--- src/rtl/fb_pkg.sv ---
// Shared framebuffer constants and type definitions for the VRAM write path.
package fb_pkg;

  // Framebuffer geometry and bus widths
  localparam int FB_W    = 200;
  localparam int FB_H    = 150;
  localparam int FB_SIZE = FB_W * FB_H;
  localparam int ADDR_W  = 15;
  localparam int RGB_W   = 12;

  // Arbiter top-level state: waiting for work, or sweeping the fill colour
  typedef enum logic {
    IDLE  = 1'b0,
    CLEAR = 1'b1
  } state_t;

  // Who owned the VRAM write port on the most recent granted cycle
  typedef enum logic {
    GNT_PAINT = 1'b0,
    GNT_CLR   = 1'b1
  } gnt_t;

endpackage

--- src/rtl/fb_sweep_cnt.sv ---
// Ascending pixel address counter for the full-screen fill sweep.
// Loads zero at sweep start, advances once per issued fill write and
// parks on the terminal address instead of wrapping.
module fb_sweep_cnt
  import fb_pkg::*;
#(
  parameter int TERMINAL = FB_SIZE - 1
) (
  input  logic              clk,
  input  logic              rst,
  input  logic              load_zero,
  input  logic              en,
  output logic [ADDR_W-1:0] count,
  output logic              tc
);

  localparam logic [ADDR_W-1:0] TC_VAL = ADDR_W'(TERMINAL);

  assign tc = (count == TC_VAL);

  // Counter register: restart takes priority, otherwise step until terminal
  always_ff @(posedge clk or posedge rst) begin
    if (rst) begin
      count <= '0;
    end else if (load_zero) begin
      count <= '0;
    end else if (en && !tc) begin
      count <= count + ADDR_W'(1);
    end
  end

endmodule

--- src/rtl/fb_write_arb.sv ---
// VRAM write-port arbiter: shares one registered write port between a
// paint requester (valid/ready) and a full-screen fill sweep. While a
// fill is running the port alternates between fill and paint whenever
// paint is pending, so neither side can be starved.
module fb_write_arb
  import fb_pkg::ADDR_W, fb_pkg::RGB_W, fb_pkg::state_t, fb_pkg::gnt_t,
         fb_pkg::IDLE, fb_pkg::CLEAR, fb_pkg::GNT_PAINT, fb_pkg::GNT_CLR;
#(
  parameter int FB_W = fb_pkg::FB_W,
  parameter int FB_H = fb_pkg::FB_H
) (
  input  logic              clk,
  input  logic              rst,
  input  logic              clr_start,
  input  logic [RGB_W-1:0]  clr_color,
  output logic              clr_busy,
  output logic              clr_done,
  input  logic              p_valid,
  input  logic [ADDR_W-1:0] p_addr,
  input  logic [RGB_W-1:0]  p_data,
  output logic              p_ready,
  output logic [ADDR_W-1:0] waddr,
  output logic [RGB_W-1:0]  wdata,
  output logic              we
);

  localparam int FB_SIZE = FB_W * FB_H;
  localparam logic [ADDR_W:0] SIZE_V = (ADDR_W + 1)'(FB_SIZE);

  state_t             state;
  state_t             state_next;
  gnt_t               last_gnt;
  logic [RGB_W-1:0]   fill_color;
  logic [ADDR_W-1:0]  sweep_addr;
  logic               sweep_last;
  logic               paint_xfer;
  logic               paint_in_range;
  logic               fill_issue;
  logic               sweep_load;

  fb_sweep_cnt #(
    .TERMINAL (FB_SIZE - 1)
  ) u_sweep (
    .clk       (clk),
    .rst       (rst),
    .load_zero (sweep_load),
    .en        (fill_issue),
    .count     (sweep_addr),
    .tc        (sweep_last)
  );

  // State register
  always_ff @(posedge clk or posedge rst) begin
    if (rst) begin
      state <= IDLE;
    end else begin
      state <= state_next;
    end
  end

  // Next state: start on request when idle, leave after the last fill write
  always_comb begin
    state_next = state;
    case (state)
      IDLE:    if (clr_start) state_next = CLEAR;
      CLEAR:   if (fill_issue && sweep_last) state_next = IDLE;
      default: state_next = IDLE;
    endcase
  end

  // Grant decode: paint readiness depends only on registered state, never on p_valid
  always_comb begin
    p_ready        = (state == IDLE) || (last_gnt == GNT_CLR);
    paint_xfer     = p_valid && p_ready;
    fill_issue     = (state == CLEAR) && !paint_xfer;
    sweep_load     = (state == IDLE) && clr_start;
    paint_in_range = ({1'b0, p_addr} < SIZE_V);
  end

  // Remember who used the port last so the next contended cycle goes to the other side
  always_ff @(posedge clk or posedge rst) begin
    if (rst) begin
      last_gnt <= GNT_PAINT;
    end else if (paint_xfer) begin
      last_gnt <= GNT_PAINT;
    end else if (fill_issue) begin
      last_gnt <= GNT_CLR;
    end
  end

  // Fill colour is captured only when a sweep actually starts
  always_ff @(posedge clk or posedge rst) begin
    if (rst) begin
      fill_color <= '0;
    end else if (sweep_load) begin
      fill_color <= clr_color;
    end
  end

  // Registered write port; out-of-range paint is consumed but never written
  always_ff @(posedge clk or posedge rst) begin
    if (rst) begin
      we    <= 1'b0;
      waddr <= '0;
      wdata <= '0;
    end else if (paint_xfer) begin
      we <= paint_in_range;
      if (paint_in_range) begin
        waddr <= p_addr;
        wdata <= p_data;
      end
    end else if (fill_issue) begin
      we    <= 1'b1;
      waddr <= sweep_addr;
      wdata <= fill_color;
    end else begin
      we <= 1'b0;
    end
  end

  // Status flags aligned with the write port timing
  always_ff @(posedge clk or posedge rst) begin
    if (rst) begin
      clr_done <= 1'b0;
      clr_busy <= 1'b0;
    end else begin
      clr_done <= fill_issue && sweep_last;
      clr_busy <= (state == CLEAR);
    end
  end

endmodule

--- config.mk ---
export PLATFORM = sky130hd
export DESIGN_NAME = fb_write_arb
export DESIGN_NICKNAME = d
export VERILOG_FILES = /design/src/rtl/fb_pkg.sv /design/src/rtl/fb_sweep_cnt.sv /design/src/rtl/fb_write_arb.sv
export SDC_FILE = /design/constraint.sdc
export NUM_CORES = 1
export LEC_CHECK = 0
export ABC_AREA = 1
export CORE_MARGIN = 10
export CORE_UTILIZATION = 54
export CTS_CLUSTER_SIZE = 8
export DETAILED_ROUTE_END_ITERATION = 10
export PLACE_DENSITY = 0.9
export SETUP_SLACK_MARGIN = 0.5
export SYNTH_ARGS = -nofsm -noshare
export SYNTH_HDL_FRONTEND = slang
export SYNTH_SLANG_ARGS = --single-unit
--- constraint.sdc ---
create_clock -name clk -period 4.7 [get_ports clk]
set_input_delay 1.41 -clock clk [delete_from_list [all_inputs] [get_ports clk]]
set_output_delay 1.41 -clock clk [all_outputs]
set_load 0.01 [all_outputs]
# --- Word level (Yosys, flattened, before mapping) ---
# Index checks and enable logic that the tools add are counted.
classes:
  n_addsub: 1
  magnitude_cmp: 1
  n_eq_ne: 2
  mux: 15
  n_bitwise: 1
  n_reduce_logical: 11
ops:
  columns: ["cell", "count"]
  rows:
  - ["15-bit 2-to-1 mux", 5]
  - ["12-bit 2-to-1 mux", 3]
  - ["15-bit by 1-bit adder with 15-bit output, second input constant", 1]
  - ["15-bit equality test, second input constant", 1]
  - ["15-bit < comparator, second input constant", 1]
  - ["1-bit 2-to-1 mux", 6]
  - ["1-bit logical AND", 5]
  - ["2-bit nonzero test", 2]
  - ["1-bit logical NOT", 2]
  - ["2-bit by 1-bit != test with 1-bit output, second input constant", 1]
  - ["1-bit one-hot mux with 2 select lines", 1]
  - ["2-bit AND reduction", 1]
  - ["1-bit logical OR", 1]
  - ["1-bit inverter", 1]
word_totals:
  ff_bits: 59

# --- Longest topological paths before layout ---
# Gate-level depths: netlist of the first run.
depth:
  word_depth: 8
  depth_mapped: 10
  mapped_depth_nobuf: 9

# --- Modules after synthesis ---
# A second synthesis of the first run with hierarchy kept.
hier_totals:
  hier_cells: 435
  area_unflattened_um2: 3181.8
by_module_without_submodules:
  columns: ["module", "instances", "cells_each", "area_per_inst_um2", "seq_area_each_um2"]
  rows:
  - ["fb_write_arb", 1, 287, 2152.1, 1101.1]
  - ["fb_sweep_cnt", 1, 148, 1029.7, 375.4]

# --- Least setup slack after synthesis of the first run ---
# Ideal clock, no wire load.
synth_timing:
  kind: "input port to flip-flop"
  start: "in p_addr[9]"
  end: "reg waddr[11]"
  arrival_time_ns: 2.188
  required_time_ns: 4.583
  slack_ns: 2.395
  stages: 9
  path_buffers: 1
  path_cell_list: "inv_1 > nand2_1 > nor2_1 > nand3_1 > nand3_4 > nand2_4 > buf_4 > nand2_1 > nand2_1"
synth_between:
  elab_chain_cells: 3
synth_lines:
  columns: ["element", "line_no", "rtl"]
  rows:
  - ["start, declared", "fb_write_arb.sv:19", "input logic [ADDR_W-1:0] p_addr,"]
  - ["15-bit < comparator", "fb_write_arb.sv:77", "paint_in_range = ({1'b0, p_addr} < SIZE_V);"]
  - ["2-bit by 1-bit != test with 1-bit output (no source line)", null, null]
  - ["2-bit AND reduction (no source line)", null, null]
  - ["end signal, assigned", "fb_write_arb.sv:109", "waddr <= p_addr;"]
  - ["end signal, assigned", "fb_write_arb.sv:114", "waddr <= sweep_addr;"]
  - ["end, declared", "fb_write_arb.sv:22", "output logic [ADDR_W-1:0] waddr,"]
# Every way passes these cells.
# A chain may end at the register's enable or synchronous reset.

# --- Final worst setup path of the first run ---
layout_timing:
  start: "in p_valid"
  end: "reg u_sweep.count[14]"
layout_between:
  elab_chain_cells: 5
layout_lines:
  columns: ["element", "line_no", "rtl"]
  rows:
  - ["start, declared", "fb_write_arb.sv:18", "input logic p_valid,"]
  - ["1-bit logical AND", "fb_write_arb.sv:74", "paint_xfer = p_valid && p_ready;"]
  - ["1-bit logical NOT", "fb_write_arb.sv:75", "fill_issue = (state == CLEAR) && !paint_xfer;"]
  - ["1-bit logical AND", "fb_write_arb.sv:75", null]
  - ["1-bit logical AND", "fb_sweep_cnt.sv:27", "end else if (en && !tc) begin"]
  - ["2-bit nonzero test (no source line)", null, null]
  - ["end signal, assigned", "fb_sweep_cnt.sv:28", "count <= count + ADDR_W'(1);"]
  - ["end, declared", "fb_sweep_cnt.sv:13", "output logic [ADDR_W-1:0] count,"]
# Every way passes these cells.

==> run metrics, run 1 <==
post-synthesis adder-cell area fraction 0.402%; Hold Startpoint fill_color[10]; gr usage total 19.8%; post-synthesis compound-gate area fraction 2.13%; Placement Rows 27; worst hold endpoint fill_color[10]; Slew @ Worst Pin 0.667 ns; clk buf depth 2; Initial Util 56.2%; RSZ-0062 raised after global routing no; WP data required between 4 and 5 ns; Crit Path Category in -> reg; detailed-route wire length per cell ~15 um; post-synth net total 475; Hold Crit Depth 2; I/O pin cnt 74; # clock sinks 59; outcome finished clean; main combinational cell family by area after synthesis simple AND/OR/NAND/NOR gates; CP Capture Type flip-flop; Clock H-tree levels 3; Final Hold Fails 0; average size of a mapped cell 7.23 um2; layout net count 544; Fillers 434; Leakage Power 0.00206 uW; Synth Cell Area 3110 um2; Vias/cell 5.42; arrival time worst endpoint 3.44 ns; FF+latch count, synth just under 60; DR vias 3128; Root Buffer clkbuf_8; synth unique cells 22; Cell Area, Placed 3860 um2; P per Cell Area 461 nW/um2; Final setup viols 0; initial antenna violation count 0; critical path startpoint category input pin; initial DRC count 201; die height 95.9 um; worst-path maximum fanout 32; sequential share of the synthesized area 47.4%; mux contribution to synthesized area 0%; GRT overflow 0; vias in the first global route 2983; R2R cell count 8; fin crit share ~68%; min-delay worst type reg -> reg; first-pass GRT wire length 14300 um; fin area 4060 um2; n_diodes 0; chip width 95.9 um; Worst-path clk slew around 0.070 ns; placed wire-length estimate 6410 um; Setup TNS Final 0 ns; layout cell share with drive strength beyond 1 under 10%; routability cong. 0.912; die area 9200 um2; most frequent cells in the layout 226 x nand2_1, 73 x clkdlybuf4s50_1, 59 x dfrtp_1, 39 x nand3_1, 24 x nor2_1; highest clock rate 0.311 GHz; simple-gate share of the synthesized area 42.3%; final core occ 73.3%; Port-buffer cells 73; post-cts resize count 0; clk_lat worst skew about 0.35 ns; RR Startpoint state; r2r setup slk approximately 2.4 ns; Worst VDD drop 0.221 mV; Antenna Nets Post-Route 0; leading cell type in the layout, fill and taps excluded nand2_1; Syn Inst Count about 430; post-layout power 1870 uW; R2R Path End u_sweep.count[14]; CTS tree done; minimum clock period 3.22 ns; Routed Wire Length 8880 um; # hold bufs at CTS 0; largest net degree at the start of global routing 33; Post-Synth XOR/XNOR Area under 10%; Layout Skew 0.00991 ns; max-slew violation count 0; Remaining DRCs 0; Area growth, synth to finish 30.4%; Max-cap violations 0; Post-CTS Setup Repair Bufs 0; Core Box Area 5540 um2; Yosys Warn Count 0; Max-slew headroom a little under three fifths; detailed-router iteration count before antenna repair 5; CTS Buf Count 9
registers in the layout, indices dropped and copies added (netlist names):
name / flops
u_sweep.count: 15
waddr: 15
fill_color: 12
wdata: 12
clr_busy: 1
clr_done: 1
last_gnt: 1
state: 1
we: 1
final cells by class:
class                           count  area (um2)  share of cell area, %
Clock buffer                       12         155                   3.82
Clock inverter                      4        48.8                   1.20
Inverter                           23        88.8                   2.19
Multi-Input combinational cell    331        1450                   35.7
Sequential cell                    59        1480                   36.4
Tap cell                           72        90.1                   2.22
Timing Repair Buffer               76         753                   18.6
report_power, final:
part | internal, uW | switching [uW]
Combinational | 296 | 372
Clock | 273 | 209
Sequential | 627 | 96.9
cells in the mapped netlist:
library cell | count | area [um2]
clkbuf_1 | 5 | 18.8
nor2_1 | 24 | 90.1
nor2_4 | 3 | 33.8
o22ai_1 | 1 | 6.26
buf_6 | 2 | 22.5
buf_4 | 2 | 15.0
o21ai_0 | 12 | 60.1
nand4_1 | 13 | 81.3
inv_1 | 21 | 78.8
dfrtp_1 | 59 | 1480
nand2_4 | 1 | 11.3
buf_2 | 9 | 45.0
nand3_4 | 1 | 17.5
nand2_1 | 226 | 848
nand3_1 | 39 | 195
nor2_8 | 1 | 20.0
nand2_2 | 2 | 12.5
inv_2 | 1 | 3.75
ha_1 | 1 | 12.5
xor2_1 | 6 | 52.6
inv_4 | 1 | 6.26
or2_2 | 1 | 6.26
through the flow:
step | hold slack [ns] | setup slack (ns) | cells
CTS | 0.480 | 1.53 | 577
detailed placement | 0.466 | 1.17 | 561
global route | 0.499 | 1.35 | 577
floorplan | 0.431 | 1.83 | 431
global placement | 0.458 | 1.24 | 561
finish | 0.484 | 1.48 | 577
worst max-delay path, cell delays in order:
cell and delay (ns):
clkdlybuf4s50_1 0.42, nand2_1 0.07, buf_4 0.29, nand2_2 0.45, nor2_4 0.50, nor2_8 0.11, nand2_1 0.10, nand2_1 0.07
how the worst max path moves through the flow:
stage / from / to / cells past startpoint
floorplan: rst / clr_busy / 1
global placement: p_valid / u_sweep.count[5] / 8
detailed placement: p_valid / u_sweep.count[14] / 8
CTS: p_valid / u_sweep.count[14] / 8
global route: p_valid / u_sweep.count[14] / 8
finish: p_valid / u_sweep.count[14] / 8
cells by family after synthesis:
| group | Yosys count |
|---|---|
| AOI/OAI and AO/OA | 13 |
| xor gates and xnor gates | 6 |
| adders and majority gates | 1 |
| buffers and inverters | 41 |
| DFF | 59 |
| and+or+nand+nor | 311 |
routing by layer:
layer  up-vias  global-route usage (%)  share of wire [%]
met4         0                    10.9                2.5
met3        26                    3.27                7.1
met5         -                       0                  0
met1      1476                    25.0                 40
li1       1486                       -                  -
met2       140                    31.7                 50
Note: power is estimated with default switching activity, not from simulation.
==> inputs of run 2 (changes only) <==
--- a/config.mk
+++ b/config.mk
@@ -7,10 +7,10 @@
 export LEC_CHECK = 0
 export ABC_AREA = 1
 export CORE_MARGIN = 10
-export CORE_UTILIZATION = 54
+export CORE_UTILIZATION = 50
 export CTS_CLUSTER_SIZE = 8
 export DETAILED_ROUTE_END_ITERATION = 10
-export PLACE_DENSITY = 0.9
+export PLACE_DENSITY = 0.84
 export SETUP_SLACK_MARGIN = 0.5
 export SYNTH_ARGS = -nofsm -noshare
 export SYNTH_HDL_FRONTEND = slang
==> constraint.sdc (replaced) <==
create_clock -name clk -period 3.3 [get_ports clk]
set_input_delay 0.99 -clock clk [delete_from_list [all_inputs] [get_ports clk]]
set_output_delay 0.99 -clock clk [all_outputs]
set_load 0.01 [all_outputs]
==> run 2 against run 1 <==
Compared with the run above:
- register-to-register slack lost 1.2 ns
- first-iteration DRC count grew 21%
- count of clock-buffer cells in the layout shrank 3
- largest cell class unchanged
==> run metrics, run 2 (synthesized netlist as in run 1, its figures left out) <==
post-cts resize count 0 (unchanged); Worst VDD drop 0.382 mV (was 0.221 mV); CP Capture Type flip-flop (unchanged); biggest regs u_sweep.count (15), waddr (15) (unchanged); Vias/cell 5.29 (was 5.42); clk_lat worst skew 0.35 ns (about the same); routability cong. 0.966 (was 0.912); Leakage Power 0.00205 uW (was 0.00206 uW); Crit Path Category in -> reg (unchanged); minimum clock period ~2.6 ns; Switching Share 37.0% (was 36.2%); Final setup viols 0 (unchanged); placed wire-length estimate 6360 um (was 6410 um); CTS tree done (unchanged); initial antenna violation count 0 (unchanged); sw power 976 uW (was 678 uW); Clock H-tree levels 3 (unchanged); most frequent cells in the layout 226 x nand2_1, 73 x clkdlybuf4s50_1, 59 x dfrtp_1, 39 x nand3_1, 24 x nor2_1 (unchanged); outcome finished clean (unchanged); WP data required 3.59 ns (was 4.92 ns); Antenna Nets Post-Route 0 (unchanged); Setup TNS Final 0 ns (unchanged); Internal 1660 uW (was 1200 uW); largest net degree at the start of global routing 35 (was 33); Max-slew headroom 62.9% (was 55.4%); worst-path maximum fanout 28 (was 32); Port-buffer cells 73 (unchanged); Initial Util 52.0% (was 56.2%); P per Cell Area 648 nW/um2 (was 461 nW/um2); layout cell share with drive strength beyond 1 6.32% (was 5.94%); CTS Buf Count 9 (unchanged); leading cell type in the layout, fill and taps excluded nand2_1 (unchanged); Root Buffer clkbuf_8 (unchanged); RSZ-0062 raised after global routing no (unchanged); Slew @ Worst Pin 0.556 ns (was 0.667 ns); layout net count 545 (was 544); Layout Skew 0.00912 ns (was 0.00991 ns); Seq. cell area 1480 um2 (unchanged); # hold bufs at CTS 0 (unchanged); arrival time worst endpoint 2.84 ns (was 3.44 ns); Placement Rows 28 (was 27); gr usage total 17.8% (was 19.8%); max-slew violation count 0 (unchanged); multi-input combinational cell area 1450 um2 (unchanged); Clock Power Share 24.7% (was 25.7%); Placed Cells 565 (was 561); Area growth, synth to finish 30.8% (was 30.4%); highest clock rate 0.392 GHz; initial DRC count 244 (was 201); Post-CTS Setup Repair Bufs 0 (unchanged); Fillers 487 (was 434); Max-cap violations 0 (unchanged); chip width 98.9 um (was 95.9 um); Layout Cells excl Fill 581 (was 577); min-delay worst type reg -> reg (unchanged); first-pass GRT wire length 14400 um (was 14300 um); vias in the first global route 2994 (was 2983); Comb pwr share 36.1% (was 35.6%); Sequential Power Share 39.2% (was 38.6%); # clock sinks 59 (unchanged); Worst-path clk slew 0.08 ns (was 0.07 ns); Final Hold Fails 0 (unchanged); Remaining DRCs 0 (unchanged); DR vias 3071 (was 3128); Core Box Area 5990 um2 (was 5540 um2); detailed-route wire length per cell 14.9 um (was 15.4 um); critical path startpoint category input pin (unchanged); fin crit share 77.3%; Routed Wire Length 8680 um (was 8880 um); n_diodes 0 (unchanged); die height 98.9 um (was 95.9 um); detailed-router iteration count before antenna repair 5 (unchanged); clk buf depth 2 (unchanged); die area 9790 um2 (was 9200 um2); GRT overflow 0 (unchanged); I/O pin cnt 74 (unchanged)
run 2: changes by cell type in the layout (fill, tap and decap cells not counted):
cell,previous run,this run
buf_12,0,1
clkinvlp_4,0,2
clkbuf_1,1,0
clkinv_2,2,3
clkbuf_8,11,9
run 2: power groups by stage:
stage | clock (uW) | combinational, uW | sequential [uW]
2_1_floorplan | 0 | 520 | 1060
3_3_place_gp | 0 | 931 | 1040
3_5_place_dp | 0 | 954 | 1040
4_1_cts | 652 | 960 | 1030
5_1_grt | 686 | 1060 | 1050
6_report | 653 | 953 | 1030
run 2: critical path: stages:
cell             delay [ns]
clkdlybuf4s50_1        0.47
nand2_1                0.20
inv_4                  0.30
nand3_4                0.33
nand2_4                0.36
nand2_1                0.10
nand2_1                0.08
run 2: path summary, 6_finish.rpt:
check	start	slack, ns	end	cells after the start
setup / recovery	p_valid	0.75	waddr[3]	7
setup reg to reg	state	1.29	waddr[3]	7
max in group asynchronous	rst	1.71	fill_color[9]	3
hold / removal	fill_color[7]	0.48	fill_color[7]	2
hold reg to reg	fill_color[7]	0.48	fill_color[7]	2
min in group asynchronous	rst	1.01	wdata[2]	2
run 2: metrics by stage:
step	hold slack, ns	setup WS, ns	power [uW]	utilization (%)	cell area [um2]
after floorplan	0.431	0.854	1580	-	3110
after global placement	0.464	0.465	1970	64.8	3880
after detailed placement	0.466	0.403	2000	64.8	3880
after CTS	0.484	0.752	2640	68.0	4070
after global routing	0.517	0.567	2800	68.0	4070
final	0.482	0.748	2640	68.0	4070
run 2: cell type report:
type / instances / share of cell area [%]
clock inverter: 7 / 1.69
clock buffer: 9 / 3.04
multi-input combinational: 331 / 35.5
sequential: 59 / 36.3
tap: 75 / 2.30
timing repair buffer: 77 / 19.0
inverter: 23 / 2.18
run 2: layer usage:
metal	wire (um)	vias up	part of all wire [%]	track usage, %
met5	0	-	0	0
met2	4160	140	48	28.3
li1	-	1493	-	-
met3	681	22	7.8	3.84
met1	3630	1416	42	22.5
met4	202	0	2.3	8.27
==> inputs of run 3 (changes only) <==
==> constraint.sdc (replaced) <==
create_clock -name clk -period 2.35 [get_ports clk]
set_input_delay 0.705 -clock clk [delete_from_list [all_inputs] [get_ports clk]]
set_output_delay 0.705 -clock clk [all_outputs]
set_load 0.01 [all_outputs]
==> run 3 against run 2 <==
Compared with the run above:
- cell count rose by 2.8%
- wire length rose by 7.2%
- critical path depth rose by 3
- highest routed layer unchanged
- core utilization rose by 2.4 points
- via count rose by 2.9%
- sequential power rose by 40%
- largest cell class is now multi-input combinational cells
- count of clock-buffer cells in the layout did not move
- critical path type unchanged
- worst hold slack improved by 0.0030 ns
- clock power rose by 45%
- global-route usage rose by 0.50 points
==> run metrics, run 3 (synthesized netlist as in run 1, its figures left out) <==
outcome finished clean (unchanged); post-layout power 3760 uW (was 2640 uW); Setup TNS Final 0 ns (unchanged); layout cell share with drive strength beyond 1 10.5% (was 6.32%); max-slew violation count 0 (unchanged); multi-input combinational cell area 1500 um2 (was 1450 um2); arrival time worst endpoint 2.02 ns (was 2.84 ns); placed wire-length estimate 6450 um (was 6360 um); die height 98.9 um (unchanged); initial antenna violation count 0 (unchanged); Clock H-tree levels 3 (unchanged); worst-path maximum fanout 7 (was 28); RSZ-0062 raised after global routing yes (was no); Placed Cells 573 (was 565); CP Capture Type flip-flop (unchanged); Leakage Power 0.00222 uW (was 0.00205 uW); met2 wire length 4630 um (was 4160 um); Port-buffer cells 73 (unchanged); # clock sinks 59 (unchanged); CTS tree done (unchanged); Worst-path clk slew 0.07 ns (was 0.08 ns); Routed Wire Length 9310 um (was 8680 um); highest clock rate 0.560 GHz; Antenna Nets Post-Route 0 (unchanged); highest routed layer met4 (unchanged); n_diodes 0 (unchanged); Max-cap violations 0 (unchanged); routability cong. 0.886 (was 0.966); most frequent cells in the layout 224 x nand2_1, 59 x dfrtp_1, 42 x clkdlybuf4s50_1, 38 x nand3_1, 30 x dlygate4sd2_1 (was 226 x nand2_1, 73 x clkdlybuf4s50_1, 59 x dfrtp_1, 39 x nand3_1, 24 x nor2_1); Layout Skew 0.00932 ns (was 0.00912 ns); Slew @ Worst Pin 0.314 ns (was 0.556 ns); chip width 98.9 um (unchanged); critical path startpoint category input pin (unchanged); met3 wire length 599 um (was 681 um); Initial Util 52.0% (unchanged); minimum clock period 1.79 ns; min-delay worst type reg -> reg (unchanged); Layout Cells excl Fill 597 (was 581); DRT met1 WL 3890 um (was 3630 um); detailed-router iteration count before antenna repair 5 (unchanged); Fillers 476 (was 487); Crit Path Category in -> reg (unchanged); final core occ 70.4% (was 68.0%); final worst slack 0.563 ns (was 0.748 ns); Vias/cell 5.29 (about the same); clk_lat worst skew 0.35 ns (about the same); CTS Buf Count 9 (unchanged); die area 9790 um2 (unchanged); Worst VDD drop 0.605 mV (was 0.382 mV); gr usage total 18.3% (was 17.8%); Placement Rows 28 (unchanged); biggest regs u_sweep.count (15), waddr (15) (unchanged); leading cell type in the layout, fill and taps excluded nand2_1 (unchanged); Final Hold Fails 0 (unchanged); I/O pin cnt 74 (unchanged); fin crit share about 76%; first-pass GRT wire length 14800 um (was 14400 um); Seq. cell area 1480 um2 (unchanged); largest net degree at the start of global routing 60 (was 35); Max-slew headroom 79.1% (was 62.9%); Core Box Area 5990 um2 (unchanged); layout net count 561 (was 545); clk buf depth 2 (unchanged); GRT overflow 0 (unchanged); pre-CTS WS 0.141 ns (was 0.403 ns); initial DRC count 257 (was 244); Final setup viols 0 (unchanged); WP data required 2.59 ns (was 3.59 ns); # hold bufs at CTS 0 (unchanged); Root Buffer clkbuf_8 (unchanged); Area growth, synth to finish 35.4% (was 30.8%); Remaining DRCs 0 (unchanged); vias in the first global route 3026 (was 2994); detailed-route wire length per cell 15.6 um (was 14.9 um); DR vias 3161 (was 3071); P per Cell Area 893 nW/um2 (was 648 nW/um2)
-- run 3: metrics by stage --
step                area (um2)  hold WS [ns]
floorplan                 3120         0.431
global placement          3940         0.444
detailed placement        3940         0.457
CTS                       4120         0.473
global route              4220         0.519
finish                    4220         0.485
-- run 3: final timing paths --
check,start,end,slack [ns],cells past startpoint
max,p_addr[8],waddr[2],0.56,10
min,fill_color[6],fill_color[6],0.48,2
max reg2reg,u_sweep.count[0],u_sweep.count[5],0.64,9
min reg2reg,fill_color[6],fill_color[6],0.48,2
max in group asynchronous,rst,clr_busy,1.31,3
min in group asynchronous,rst,wdata[1],0.76,3
-- run 3: critical path, stage by stage --
cell	delay, ns
clkdlybuf4s50_1	0.44
nand2_1	0.07
nand2_1	0.05
nand2_1	0.05
nand2_1	0.07
nand2_2	0.10
nand3_4	0.18
buf_6	0.20
nand3_1	0.08
nand2_1	0.07
-- run 3: power by group --
group	switching, uW	internal, uW	total (uW)
logic	829	553	1380
registers	183	1250	1440
clock network	450	496	945
total	1460	2300	3760
-- run 3: routing by layer --
layer,vias up,global-route usage (%)
met4,0,7.17
met5,-,0
met2,125,30.2
li1,1527,-
met3,20,4.33
met1,1489,22.5
-- run 3: final cells by class --
class                   instances  share of cell area (%)
inverters                      23                    2.20
repair buffers                 91                    20.2
clock buffers                   9                    2.94
clock inverters                 7                    1.84
flip-flops and latches         59                    35.0
well taps                      75                    2.23
multi-input cells             333                    35.6
-- run 3: what timing repair did --
item                       4_1_cts  5_1_grt
gates resized for setup         32       13
setup endpoints to repair       32       36
cloned                           0        2
pin swaps                        0        5
setup buffers                    0        6
==> RTL change 1 (settings of run 3) <==
The package constant `RGB_W` goes from 12 to 18.
--- a/src/rtl/fb_pkg.sv
+++ b/src/rtl/fb_pkg.sv
@@ -6,7 +6,7 @@
   localparam int FB_H    = 150;
   localparam int FB_SIZE = FB_W * FB_H;
   localparam int ADDR_W  = 15;
-  localparam int RGB_W   = 12;
+  localparam int RGB_W   = 18;
 
   // Arbiter top-level state: waiting for work, or sweeping the fill colour
   typedef enum logic {
Ports: changed (resized clr_color, p_data and wdata); port bits go from 74 to 92. The function was not compared with the original's and may differ.
==> RTL change 1 against run 3 <==
- sequential cell count rose by 12
- largest power group unchanged
- design area up 16%
- critical path type is now flip-flop to primary output
- total power grew 13%
- routed wire length is 15% higher
- area after synthesis grew 17%
- clock power increased by 4.4%
- worst setup slack worse by 43 ps
- fmax decreased by 2.3%
==> RTL change 1: results (changes against run 3) <==
.. list-table::
   :header-rows: 1

   * - Metric
     - Value
   * - Total global routing track utilization
     - 18.7% (was 18.3%)
   * - Worst rel slew slack
     - 75.0% (was 79.1%)
   * - Pin count of the biggest net entering global routing
     - 72 (was 60)
   * - Port Buffers
     - 91 (was 73)
   * - Final HPWL from detailed placement
     - 7530 um (was 6450 um)
   * - Placed Instances
     - 679 (was 573)
   * - Final wirelength
     - 10700 um (was 9310 um)
   * - Fraction of final layout cells sized beyond drive strength 1
     - 8.38% (was 10.5%)
   * - Syn Area/Cell
     - 7.26 um2 (was 7.23 um2)
   * - Detailed-route via count
     - 3574 (was 3161)
   * - Post-layout nets
     - 648 (was 561)
   * - Number of fill cells
     - 599 (was 476)
   * - Total leakage power
     - 2.61 nW (was 2.22 nW)
   * - Registers with the most flip-flops
     - fill_color: 18 flops, wdata: 18 flops (was u_sweep.count: 15 flops, waddr: 15 flops)
   * - CP max FO
     - 5 (was 7)
   * - Register area share after synthesis
     - 48.8% (was 47.4%)
   * - Synth Net Count
     - 557 (was 475)
   * - Peak supply drop
     - 0.484 mV (was 0.605 mV)
   * - Instance area after placement
     - 0.00464 mm2 (was 0.00394 mm2)
   * - Worst Setup Slack post-DPL
     - 75.7 ps (was 141 ps)
   * - Cell types with the highest counts after synthesis
     - 272 x sky130_fd_sc_hd__nand2_1, 71 x sky130_fd_sc_hd__dfrtp_1, 45 x sky130_fd_sc_hd__nand3_1, 23 x sky130_fd_sc_hd__nor2_1, 21 x sky130_fd_sc_hd__inv_1 (was 226 x sky130_fd_sc_hd__nand2_1, 59 x sky130_fd_sc_hd__dfrtp_1, 39 x sky130_fd_sc_hd__nand3_1, 24 x sky130_fd_sc_hd__nor2_1, 21 x sky130_fd_sc_hd__inv_1)
   * - Number of DRC markers in iteration 0
     - 225 (was 257)
   * - Synth area leaders
     - sky130_fd_sc_hd__dfrtp_1 49%, sky130_fd_sc_hd__nand2_1 28%, sky130_fd_sc_hd__nand3_1 6.2% (was sky130_fd_sc_hd__dfrtp_1 47%, sky130_fd_sc_hd__nand2_1 27%, sky130_fd_sc_hd__nand3_1 6.3%)
   * - Arrival @ worst endpoint
     - 1120 ps (was 2020 ps)
   * - Weighted congestion reported at the end of routability-driven placement
     - 0.889 (was 0.886)
   * - Status
     - complete, no violations (unchanged)
==> RTL change 1: cell count changes in the layout (fill, tap and decap cells not counted), moves of 3 or more <==
cell	delta
sky130_fd_sc_hd__nand2_1	+46
sky130_fd_sc_hd__dlygate4sd2_1	+6
sky130_fd_sc_hd__buf_4	-5
sky130_fd_sc_hd__nand3_1	+6
sky130_fd_sc_hd__clkdlybuf4s50_1	+10
sky130_fd_sc_hd__dfrtp_1	+11
sky130_fd_sc_hd__buf_6	-3
==> RTL change 1: cells by family after synthesis <==
logic type | after synthesis | share of synthesized area [%]
AOI/OAI and AO/OA | 14 | 1.96
buffers and inverters | 47 | 6.09
and+or+nand+nor | 362 | 41.3
DFF | 71 | 48.8
xor gates and xnor gates | 6 | 1.44
adders and majority gates | 1 | 0.344
==> RTL change 1: worst paths after layout <==
| check | startpoint | endpoint | slack [ps] | depth (start not counted) |
|---|---|---|---|---|
| worst max-delay path | state | p_ready | 520 | 2 |
| worst min-delay path | fill_color[4] | fill_color[4] | 480 | 2 |
| worst max register to register | u_sweep.count[1] | u_sweep.count[5] | 610 | 9 |
| worst min register to register | fill_color[4] | fill_color[4] | 480 | 2 |
| max in group asynchronous | rst | u_sweep.count[0] | 1230 | 3 |
| min in group asynchronous | rst | waddr[9] | 810 | 3 |
==> RTL change 1: critical path: stages (launching register included) <==
cell and delay (ps):
sky130_fd_sc_hd__dfrtp_1 450, sky130_fd_sc_hd__nand2_1 160, sky130_fd_sc_hd__clkbuf_2 180
==> RTL change 1: metal layers <==
metal / global-route usage [%] / routed length, um
met5: 0 / 0
met4: 7.45 / 249
met3: 3.96 / 733
met2: 31.0 / 5290
met1: 23.2 / 4440
==> RTL change 1: area by class of cell <==
cell class	count	area [um2]	share of cell area, %
multi-input combinational	383	1670	34.2
sequential	71	1780	36.4
clock inverter	6	68.8	1.41
tap	99	124	2.54
clock buffer	10	128	2.62
timing repair buffer	104	1020	20.9
inverter	23	90.1	1.85
==> RTL change 1: what timing repair did <==
| action | in CTS | in global routing |
|---|---|---|
| gates resized for setup | 39 | 19 |
| pin swaps | 0 | 2 |
| gates cloned | 0 | 1 |
| endpoints found under the setup margin | 70 | 50 |
| endpoints found under the hold margin | 0 | 0 |
==> RTL change 1: report_power, final <==
part	leakage [nW]	internal (mW)	switching, mW
Clock	0.0968	0.496	0.491
Sequential	0.918	1.51	0.215
Combinational	1.60	0.644	0.906
==> RTL change 2 (settings of run 3) <==
Without the edit above. Reset style: synchronous (`rst`), changed in 6 clocked blocks.
--- a/src/rtl/fb_sweep_cnt.sv
+++ b/src/rtl/fb_sweep_cnt.sv
@@ -19,7 +19,7 @@
   assign tc = (count == TC_VAL);
 
   // Counter register: restart takes priority, otherwise step until terminal
-  always_ff @(posedge clk or posedge rst) begin
+  always_ff @(posedge clk) begin
     if (rst) begin
       count <= '0;
     end else if (load_zero) begin
--- a/src/rtl/fb_write_arb.sv
+++ b/src/rtl/fb_write_arb.sv
@@ -50,7 +50,7 @@
   );
 
   // State register
-  always_ff @(posedge clk or posedge rst) begin
+  always_ff @(posedge clk) begin
     if (rst) begin
       state <= IDLE;
     end else begin
@@ -78,7 +78,7 @@
   end
 
   // Remember who used the port last so the next contended cycle goes to the other side
-  always_ff @(posedge clk or posedge rst) begin
+  always_ff @(posedge clk) begin
     if (rst) begin
       last_gnt <= GNT_PAINT;
     end else if (paint_xfer) begin
@@ -89,7 +89,7 @@
   end
 
   // Fill colour is captured only when a sweep actually starts
-  always_ff @(posedge clk or posedge rst) begin
+  always_ff @(posedge clk) begin
     if (rst) begin
       fill_color <= '0;
     end else if (sweep_load) begin
@@ -98,7 +98,7 @@
   end
 
   // Registered write port; out-of-range paint is consumed but never written
-  always_ff @(posedge clk or posedge rst) begin
+  always_ff @(posedge clk) begin
     if (rst) begin
       we    <= 1'b0;
       waddr <= '0;
@@ -119,7 +119,7 @@
   end
 
   // Status flags aligned with the write port timing
-  always_ff @(posedge clk or posedge rst) begin
+  always_ff @(posedge clk) begin
     if (rst) begin
       clr_done <= 1'b0;
       clr_busy <= 1'b0;
Function: differs if rst is asserted again (counterexample within 4 cycles, from zero or initial values and one cycle with rst high); with rst held inactive, the same outputs for 10 cycles.
==> RTL change 2 against run 3 <==
- routed wire length increased by 9.7%
- design area increased by 2.7%
- synthesized cell count increased by 13%
- clock skew increased by 2.6 ps
- register-to-register slack improved by 70 ps
- global-route usage increased by 1.4 points
- worst setup slack got worse by 43 ps
- worst hold slack got worse by 6.9 ps
- utilization increased by 2.3 points
- sequential cell count unchanged
- area after synthesis decreased by 0.40%
- critical path type unchanged
Power is not compared: it rests on default switching activity, and its combinational part moved more than twofold at a synthesized area within 25%.
==> RTL change 2: results (changes against run 3) <==
.. list-table::
   :header-rows: 1

   * - Metric
     - Value
   * - Number of global-route vias before repair
     - 3232 (was 3026)
   * - Synth area leaders
     - sky130_fd_sc_hd__dfxtp_1 38%, sky130_fd_sc_hd__nand2_1 17%, sky130_fd_sc_hd__nor2_1 9.2% (was sky130_fd_sc_hd__dfrtp_1 47%, sky130_fd_sc_hd__nand2_1 27%, sky130_fd_sc_hd__nand3_1 6.3%)
   * - Distinct cell type count of the synthesized netlist
     - 24 (was 22)
   * - Remaining number of nets flagged by the antenna check after routing
     - 0 (unchanged)
   * - Share of synthesized cell area in full adder, half adder and majority cells
     - 0.403% (was 0.402%)
   * - Status
     - complete, no violations (unchanged)
   * - Hold depth
     - 2 (unchanged)
   * - Share of flip-flops with an asynchronous set or reset after synthesis
     - 0% (was 100%)
   * - Register clock-pin slew on the reported worst setup and hold paths
     - 70 ps (about the same)
   * - Buffers inserted by post-CTS timing repair
     - 5 (was 0)
   * - Synth Area in Compound Gates
     - 11.8% (was 2.13%)
   * - Pin count of the biggest net entering global routing
     - 38 (was 60)
   * - Worst Setup Slack post-DPL
     - 85.5 ps (was 141 ps)
   * - Drt first pass iters
     - 6 (was 5)
   * - Global-route track usage on met1
     - 22.9% (was 22.5%)
   * - CP max-delay cell
     - sky130_fd_sc_hd__dlygate4sd2_1 (was sky130_fd_sc_hd__clkdlybuf4s50_1)
   * - Cell types with the highest counts after synthesis
     - 137 x sky130_fd_sc_hd__nand2_1, 76 x sky130_fd_sc_hd__nor2_1, 59 x sky130_fd_sc_hd__dfxtp_1, 55 x sky130_fd_sc_hd__inv_1 (was 226 x sky130_fd_sc_hd__nand2_1, 59 x sky130_fd_sc_hd__dfrtp_1, 39 x sky130_fd_sc_hd__nand3_1, 24 x sky130_fd_sc_hd__nor2_1, 21 x sky130_fd_sc_hd__inv_1)
   * - Sum of met3 wire segment lengths after detailed routing
     - 764 um (was 599 um)
   * - Number of DRC markers in iteration 0
     - 245 (was 257)
   * - Crit path largest cell delay
     - 240 ps (was 440 ps)
   * - Diodes inserted
     - 0 (unchanged)
   * - Met3 GRT Util
     - 6.22% (was 4.33%)
   * - Post-layout nets
     - 614 (was 561)
   * - Synth Net Count
     - 533 (was 475)
   * - Weighted congestion reported at the end of routability-driven placement
     - 0.920 (was 0.886)
   * - Initial antenna violation count
     - 0 (unchanged)
   * - Total global routing track utilization
     - 19.7% (was 18.3%)
   * - Met2 Wirelength
     - 5320 um (was 4630 um)
   * - Register area share after synthesis
     - 38.1% (was 47.4%)
   * - GR Layer Usage met2
     - 33.2% (was 30.2%)
   * - Number of gates given a new drive strength after cts
     - 51 (was 32)
   * - Drt via density
     - 5.34 (was 5.29)
   * - Final setup skew
     - 12.0 ps (was 9.32 ps)
   * - Wire length per cell
     - 15.7 um (was 15.6 um)
   * - Final HPWL from detailed placement
     - 6560 um (was 6450 um)
   * - Xor and xnor fraction of the mapped netlist area
     - 1.98% (was 1.69%)
   * - CP max FO
     - 7 (unchanged)
   * - Cells on worst reg2reg path
     - 8 (was 9)
[RTL change 2: cell types whose count changed after synthesis, moves of 4 or more]
cell,delta
sky130_fd_sc_hd__a21oi_1,+40
sky130_fd_sc_hd__buf_2,+4
sky130_fd_sc_hd__dfrtp_1,-59
sky130_fd_sc_hd__o21ai_0,+16
sky130_fd_sc_hd__clkbuf_1,+4
sky130_fd_sc_hd__nand4_1,-9
sky130_fd_sc_hd__dfxtp_1,+59
sky130_fd_sc_hd__nand2_1,-89
sky130_fd_sc_hd__inv_1,+34
sky130_fd_sc_hd__nor2_1,+52
[RTL change 2: path summary, 6_finish.rpt]
kind                                        from  slack (ps)                end
worst max-delay path                   p_addr[9]         520          wdata[11]
worst min-delay path               fill_color[9]         480      fill_color[9]
worst max register to register  u_sweep.count[0]         710  u_sweep.count[12]
worst min register to register     fill_color[9]         480      fill_color[9]
[RTL change 2: layout make-up]
| cell class | instances | area, um2 | area share (%) |
|---|---|---|---|
| Inverter | 58 | 223 | 5.14 |
| Clock inverter | 5 | 52.6 | 1.21 |
| Multi-Input combinational cell | 345 | 1610 | 37.2 |
| Tap cell | 75 | 93.8 | 2.17 |
| Clock buffer | 11 | 141 | 3.27 |
| Timing Repair Buffer | 97 | 1030 | 23.7 |
| Sequential cell | 59 | 1180 | 27.3 |
[RTL change 2: per-stage QoR]
step                instance area, um2  total power [mW]  std cells
finish                            4330              2.66        650
global route                      4330              2.77        650
CTS                               4210              2.60        645
detailed placement                3880              1.67        620
global placement                  3880              1.66        620
floorplan                         3100              1.42        489
[RTL change 2: where the power goes]
| part | internal, mW | switching (mW) | leakage [nW] |
|---|---|---|---|
| registers | 1.07 | 0.0395 | 0.485 |
| logic | 0.289 | 0.330 | 1.48 |
| clock network | 0.513 | 0.415 | 0.0991 |
| total | 1.87 | 0.784 | 2.06 |
